$ cat config.mk
export PLATFORM = sky130hd
export DESIGN_NAME = ps_config_target
export DESIGN_NICKNAME = d
export VERILOG_FILES = /design/src/rtl/ps_config_pkg.sv /design/src/rtl/ps_crc16.sv /design/src/rtl/ps_config_target.sv
export SDC_FILE = /design/constraint.sdc
export NUM_CORES = 1
export LEC_CHECK = 0
export BUFFER_PORTS_ARGS = -buffer_cell sky130_fd_sc_hd__buf_2
export CAP_MARGIN = 5
export CORE_MARGIN = 5
export CORE_UTILIZATION = 40
export CTS_CLUSTER_SIZE = 16
export DETAILED_ROUTE_END_ITERATION = 8
export GPL_TIMING_DRIVEN = 0
export PLACE_DENSITY = 0.69
export SLEW_MARGIN = 10
export SYNTH_ARGS = -nofsm -noshare
export SYNTH_HDL_FRONTEND = slang
export SYNTH_SLANG_ARGS = --single-unit
$ cat constraint.sdc
create_clock -name clock -period 2.6 [get_ports clock]
set_clock_uncertainty 0.1 [all_clocks]
set_input_delay 0.39 -clock clock [delete_from_list [all_inputs] [get_ports clock]]
set_output_delay 0.39 -clock clock [all_outputs]
set_load 0.01 [all_outputs]
$ cat src/rtl/ps_config_pkg.sv
// Shared types and constants for the passive-serial configuration target.
// Holds the controller state encoding, the accepted MSEL code, the CRC-16
// constants and the ns-to-cycles helper used to size the internal timer.
package ps_config_pkg;

  typedef enum logic [2:0] {
    ST_HOLD,
    ST_STATUS_WAIT,
    ST_CONFIG,
    ST_INIT,
    ST_USER,
    ST_ERROR
  } state_t;

  localparam logic [3:0]  MSEL_PS  = 4'b0000;
  localparam logic [15:0] CRC_POLY = 16'h1021;
  localparam logic [15:0] CRC_INIT = 16'hFFFF;

  // Whole clock cycles covered by a delay given in ns
  function automatic int unsigned ns_to_cycles(input int unsigned ns,
                                               input int unsigned period);
    return ns / period;
  endfunction

endpackage

$ cat src/rtl/ps_crc16.sv
// Running CRC-16-CCITT over completed configuration bytes.
// Bytes are folded in LSB-first; the register restarts from CRC_INIT on clear.
// Ports:
//   clock, reset  system clock, synchronous active-high reset
//   clear         restart the CRC (held while the target is in HOLD)
//   byte_valid    byte_data holds a completed byte to fold in
//   byte_data     completed byte
//   crc           current CRC value
module ps_crc16
  import ps_config_pkg::*;
(
  input  logic        clock,
  input  logic        reset,
  input  logic        clear,
  input  logic        byte_valid,
  input  logic [7:0]  byte_data,
  output logic [15:0] crc
);

  // One byte through the bit-serial CCITT shift, bit 0 first
  function automatic logic [15:0] crc_byte(input logic [15:0] c, input logic [7:0] d);
    logic [15:0] r;
    r = c;
    for (int i = 0; i < 8; i++) begin
      if (r[15] ^ d[i]) r = {r[14:0], 1'b0} ^ CRC_POLY;
      else              r = {r[14:0], 1'b0};
    end
    return r;
  endfunction

  always_ff @(posedge clock) begin
    if (reset || clear)  crc <= CRC_INIT;
    else if (byte_valid) crc <= crc_byte(crc, byte_data);
  end

endmodule

$ cat src/rtl/ps_config_target.sv
// Device-side passive-serial configuration controller (Cyclone IV E style).
// Answers nCONFIG with nSTATUS/CONF_DONE timing, shifts the bitstream in on
// DCLK/DATA0 (LSB first per byte) and then reports INIT_DONE.
// Optional trailer CRC check is built when PS_TARGET_CRC_EN is defined.
// Ports:
//   clock, reset  system clock, synchronous active-high reset
//   n_config      host nCONFIG, low clears the device
//   msel          mode select, only standard PS accepted
//   dclk, data0   host config clock and serial data (oversampled)
//   n_status      low while clearing, waiting or in error
//   conf_done     high once the full image has arrived
//   init_done     high in user mode
//   error         high while in ERROR
//   byte_count    bytes received so far
module ps_config_target
  import ps_config_pkg::*;
#(
  parameter int unsigned PERIOD      = 10,
  parameter int unsigned IMAGE_BYTES = 1024,
  parameter int unsigned TSTATUS_NS  = 2000,
  parameter int unsigned TCD2UM_NS   = 5000
) (
  input  logic                             clock,
  input  logic                             reset,
  input  logic                             n_config,
  input  logic [3:0]                       msel,
  input  logic                             dclk,
  input  logic                             data0,
  output logic                             n_status,
  output logic                             conf_done,
  output logic                             init_done,
  output logic                             error,
  output logic [$clog2(IMAGE_BYTES+1)-1:0] byte_count
);

  localparam int unsigned CNT_W       = $clog2(IMAGE_BYTES + 1);
  localparam int unsigned TSTATUS_CYC = ns_to_cycles(TSTATUS_NS, PERIOD);
  localparam int unsigned TCD2UM_CYC  = ns_to_cycles(TCD2UM_NS, PERIOD);
  localparam int unsigned TIMER_MAX   = (TSTATUS_CYC > TCD2UM_CYC) ? TSTATUS_CYC : TCD2UM_CYC;
  localparam int unsigned TIMER_W     = $clog2(TIMER_MAX + 1);

  state_t               state, state_n;
  logic                 ncfg_q, dclk_q, dclk_qq, data0_q;
  logic [TIMER_W-1:0]   timer, timer_n;
  logic [2:0]           bit_cnt, bit_cnt_n;
  logic [7:0]           shift, shift_n;
  logic [CNT_W-1:0]     byte_count_n;
  logic                 n_status_n, conf_done_n, init_done_n, error_n;
  logic                 dclk_rise_c;
  logic                 crc_ok_c;

  // Single-stage input capture; data0 is taken alongside dclk
  always_ff @(posedge clock) begin
    if (reset) begin
      ncfg_q  <= 1'b0;
      dclk_q  <= 1'b0;
      dclk_qq <= 1'b0;
      data0_q <= 1'b0;
    end else begin
      ncfg_q  <= n_config;
      dclk_q  <= dclk;
      dclk_qq <= dclk_q;
      data0_q <= data0;
    end
  end

  assign dclk_rise_c = dclk_q & ~dclk_qq;

`ifdef PS_TARGET_CRC_EN
  logic [15:0] crc;
  logic [7:0]  crc_lo;
  logic [7:0]  byte_done_c;
  logic        byte_end_c;
  logic        crc_byte_c;

  assign byte_done_c = {data0_q, shift[6:0]};
  assign byte_end_c  = (state == ST_CONFIG) && dclk_rise_c && (bit_cnt == 3'd7);
  // Only payload bytes feed the CRC; the two trailer bytes are the reference
  assign crc_byte_c  = byte_end_c && (byte_count < CNT_W'(IMAGE_BYTES - 2));

  ps_crc16 u_crc (
    .clock      (clock),
    .reset      (reset),
    .clear      (state == ST_HOLD),
    .byte_valid (crc_byte_c),
    .byte_data  (byte_done_c),
    .crc        (crc)
  );

  // Low trailer byte is held until the high byte completes
  always_ff @(posedge clock) begin
    if (reset) crc_lo <= 8'h00;
    else if (byte_end_c && (byte_count == CNT_W'(IMAGE_BYTES - 2))) crc_lo <= byte_done_c;
  end

  assign crc_ok_c = ({byte_done_c, crc_lo} == crc);
`else
  assign crc_ok_c = 1'b1;
`endif

  // State and datapath registers
  always_ff @(posedge clock) begin
    if (reset) begin
      state      <= ST_HOLD;
      timer      <= '0;
      bit_cnt    <= '0;
      shift      <= '0;
      byte_count <= '0;
      n_status   <= 1'b0;
      conf_done  <= 1'b0;
      init_done  <= 1'b0;
      error      <= 1'b0;
    end else begin
      state      <= state_n;
      timer      <= timer_n;
      bit_cnt    <= bit_cnt_n;
      shift      <= shift_n;
      byte_count <= byte_count_n;
      n_status   <= n_status_n;
      conf_done  <= conf_done_n;
      init_done  <= init_done_n;
      error      <= error_n;
    end
  end

  // Next state, datapath and output decode (outputs follow the next state)
  always_comb begin
    state_n      = state;
    timer_n      = timer;
    bit_cnt_n    = bit_cnt;
    shift_n      = shift;
    byte_count_n = byte_count;
    n_status_n   = 1'b0;
    conf_done_n  = 1'b0;
    init_done_n  = 1'b0;
    error_n      = 1'b0;

    unique case (state)
      ST_HOLD: begin
        timer_n      = '0;
        bit_cnt_n    = '0;
        shift_n      = '0;
        byte_count_n = '0;
        if (ncfg_q) state_n = (msel == MSEL_PS) ? ST_STATUS_WAIT : ST_ERROR;
      end
      ST_STATUS_WAIT: begin
        if (timer == TIMER_W'(TSTATUS_CYC - 1)) begin
          timer_n = '0;
          state_n = ST_CONFIG;
        end else begin
          timer_n = timer + TIMER_W'(1);
        end
      end
      ST_CONFIG: begin
        if (dclk_rise_c) begin
          shift_n[bit_cnt] = data0_q;
          bit_cnt_n        = bit_cnt + 3'd1;
          if ((bit_cnt == 3'd7) && (byte_count < CNT_W'(IMAGE_BYTES))) begin
            byte_count_n = byte_count + CNT_W'(1);
            if (byte_count == CNT_W'(IMAGE_BYTES - 1))
              state_n = crc_ok_c ? ST_INIT : ST_ERROR;
          end
        end
      end
      ST_INIT: begin
        if (timer == TIMER_W'(TCD2UM_CYC - 1)) begin
          timer_n = '0;
          state_n = ST_USER;
        end else begin
          timer_n = timer + TIMER_W'(1);
        end
      end
      ST_USER, ST_ERROR: ;
      default: state_n = ST_HOLD;
    endcase

    // nCONFIG low wins over every other transition
    if (!ncfg_q) begin
      state_n      = ST_HOLD;
      timer_n      = '0;
      bit_cnt_n    = '0;
      shift_n      = '0;
      byte_count_n = '0;
    end

    n_status_n  = (state_n == ST_CONFIG) || (state_n == ST_INIT) || (state_n == ST_USER);
    conf_done_n = (state_n == ST_INIT) || (state_n == ST_USER);
    init_done_n = (state_n == ST_USER);
    error_n     = (state_n == ST_ERROR);
  end

endmodule
==> metrics list <==
- The flow ran to the end, and the final reports show no timing, DRC or antenna violations.
- Synthesis inferred 33 register bits.
* Pin slew with the least headroom to its limit: 0.646 ns
* Register clock-pin slew on the reported worst setup and hold paths: 0.07 ns
- The first detailed-routing pass ran for 4 iterations.
- The tightest min-delay check is of the input port to flip-flop type.
- Share of final-layout standard cells stronger than drive strength 1: a little over a fifth
* DRC violations left: 0
- Path type of the worst setup path: flip-flop to flip-flop
- After technology mapping, the gate count stands at 194.
- Hold depth: 2
- Number of violations of the max-capacitance limit: 0
* Drt wl/cell: 11.8 um
- After clock tree synthesis, the flow added hold-fix buffers numbering 0.
- Measured along the x axis, the die boundary spans 74.2 um.
- Post-route antenna net violation count: 0
- The core region is 4000 um2.
* Buffer count from post-CTS setup fixing: 0
* First-pass GRT wire length: 5.45 mm
- The count of final max-slew check failures came to 0.
* Area growth, synth to finish: 15.7%
* Maximum fanout count along the critical path: 3
* Cell depth of the worst flop-to-flop path: 7
- Cells resized by post-CTS repair: 0
- Counting flops with an async set or reset pin after synthesis yields a share of 0%.
- Once the floorplan was initialized, standard cells occupied 41.3% of the core.
- Min Tclk post-route: 2.10 ns
- Entering global routing, the biggest net connects 12 pins.
- The repair_antennas step left the layout with diodes totalling 0.
- Summing every instance area after synthesis gives roughly 1700 um2.
- Main area contributors after synthesis: sky130_fd_sc_hd__dfxtp_1 (40%), sky130_fd_sc_hd__nor2_1 (5.2%), sky130_fd_sc_hd__nand2_1 (4.8%), sky130_fd_sc_hd__a21oi_1 (4.2%), sky130_fd_sc_hd__ha_1 (3.0%)
- Cell Pwr Density: 490 nW/um2
* Max rail drop VDD: ~0.00023 V
* Part of the Yosys area used for sequential elements: roughly two fifths
- Top-area cell type share of the netlist area: 40.0%
- From bottom edge to top edge, the die measures 74.2 um.
- Crit path launch type: flip-flop
* Syn nets: roughly 210
* Non-Filler Instances: ~270
- The startpoint identified for the worst hold timing path is reset.
* Count of unique library cells instantiated by Yosys: 50
- Top-level I/O count: 24
- Clk sink count: 33
- Clock tree synthesis selected as its root buffer the cell sky130_fd_sc_hd__clkbuf_8.
- Data on the critical path arrives at its endpoint at 2.16 ns.
- The number of hold violations in the final report is 0.
- Critical Path End Type: flip-flop
- Worst-skew pair later-pin latency: 0.29 ns
* RSZ-0062 raised after global routing: false
- At the worst endpoint, the required time is ~2.7 ns.
* Final count of negative-setup-slack endpoints: 0
- Total vias in the final route: 1399
* Global placement routability congestion: 0.798
- The floorplan has 23 rows.
- Input and output buffers added on the ports amount to 22.
- The most critical setup path has its startpoint at bit_cnt[0].
- For this run, the total global-route usage over all layers was measured as approximately an eighth.
- Number of warnings printed during yosys synthesis: 0
- Summed over all cells, the static leakage comes to 0.000714 uW.
- Most used flip-flop cell after synthesis: sky130_fd_sc_hd__dfxtp_1
* Final net count: 236
- The biggest area contributor in the post-synthesis netlist is sky130_fd_sc_hd__dfxtp_1.
- Routed wire length: 3.23 mm
- In this run the critical register-to-register path is launched from bit_cnt[0].
- In the finished design, the share of the clock period the worst path needs comes to 80.7%.
- Antenna violations before repair: 0
- H-tree Lvls: 2
- Slew HR: a little under three fifths
* Max Buffers Root-to-Sink: 2
* Worst hold slack across all endpoints: 0.209 ns
- Total Neg Setup Slack: 0 ns
- In this run, synthesis inferred 0 flip-flops with an integrated enable.
- For this run, the top clock speed supported by timing is 477 MHz.
- TritonCTS built the clock tree.
- CTS buffer count: 5
* Routed via count divided by cell count: 5.11
- After global routing the overflow that remains totals 0.
- Post-placement cell count: 266
* DP Wirelength: 2.38 mm
- The die covers about 5500 um2.
- Count of routing violations after the opening detailed-route iteration: 94
* Mean instance size in the synthesized netlist: between 8 and 9 um2
- The via count of the first global-routing pass is between 1000 and 1500.
==> per-stage QoR <==
step	power, uW	util (%)	setup slack [ns]	area [um2]
final	935	47.7	0.502	1910
after global routing	981	47.7	0.298	1910
after CTS	954	47.7	0.527	1910
after detailed placement	570	45.6	0.550	1820
after global placement	570	45.6	0.534	1820
after floorplan	556	-	0.652	1650
==> metal layers <==
| metal | wire length (um) | global-route usage, % | vias up |
|---|---|---|---|
| li1 | - | - | 741 |
| met1 | 1610 | 16.3 | 630 |
| met2 | 1360 | 19.5 | 23 |
| met3 | 173 | 4.46 | 5 |
| met4 | 87 | 8.10 | 0 |
| met5 | 0 | 0 | - |
==> worst max-delay path: stages (launching register included) <==
cell and delay [ns]:
sky130_fd_sc_hd__dfxtp_1 0.35, sky130_fd_sc_hd__ha_1 0.16, sky130_fd_sc_hd__ha_1 0.15, sky130_fd_sc_hd__nand4bb_1 0.17
sky130_fd_sc_hd__a2111oi_0 0.65, sky130_fd_sc_hd__nand4_1 0.19, sky130_fd_sc_hd__xor2_1 0.15, sky130_fd_sc_hd__nor2_1 0.05
==> placed cells by master, fill, tap and decap left out, types with 6 or more instances in the layout <==
master                     instances
sky130_fd_sc_hd__buf_2            24
sky130_fd_sc_hd__a21oi_1          14
sky130_fd_sc_hd__nand2b_1          6
sky130_fd_sc_hd__nor3_1            7
sky130_fd_sc_hd__dfxtp_1          33
sky130_fd_sc_hd__nand4_1           8
sky130_fd_sc_hd__nand2_1          21
sky130_fd_sc_hd__nor2_1           23
sky130_fd_sc_hd__nand3_1           6
==> flip-flops by register name, summed over array words and instances (netlist names) <==
name,cells
byte_count,11
timer,9
bit_cnt,3
state,3
conf_done,1
dclk_q,1
dclk_qq,1
error,1
init_done,1
n_status,1
ncfg_q,1
==> worst paths after layout <==
| check | end | slack (ns) |
|---|---|---|
| worst max-delay path | byte_count[9] | 0.50 |
| worst min-delay path | ncfg_q | 0.21 |
| worst max register to register | byte_count[9] | 0.50 |
| worst min register to register | error | 0.38 |
==> layout make-up <==
cell class	count	area, um2
clock buffers	5	68.8
flip-flops and latches	33	661
inverters	4	15.0
fillers	395	2090
well taps	50	62.6
repair buffers	22	110
plain buffers	6	47.5
clock inverters	3	17.5
multi-input cells	151	927
==> Yosys cell counts, drive strengths merged (2+ instances only) <==
cell type,count
nand2,22
a31oi,3
or3,2
and3,2
xnor2,5
nand2b,6
and2b,3
and4b,2
or2,5
nor2b,3
o21ai,7
ha,4
nand4,8
nor2,24
dfxtp,33
xor2,5
a21oi,16
buf,5
nor3,7
nand3,6
mux2i,2
inv,4
==> kinds of logic after synthesis <==
| family | Yosys count | synth area share [%] |
|---|---|---|
| AND/OR/NAND/NOR | 101 | 33.7 |
| AO/OA/AOI/OAI | 34 | 13.0 |
| flip-flops | 33 | 40.0 |
| XOR/XNOR | 10 | 5.31 |
| buffers and inverters | 10 | 3.79 |
| adder cells (fa/ha/maj) | 4 | 3.03 |
| multiplexers | 2 | 1.21 |
==> power breakdown <==
part           internal (uW)  switching (uW)
clock network            184             192
logic                   17.5            27.8
registers                510            3.21
total                    712             223
Note: power is estimated with default switching activity, not from simulation.
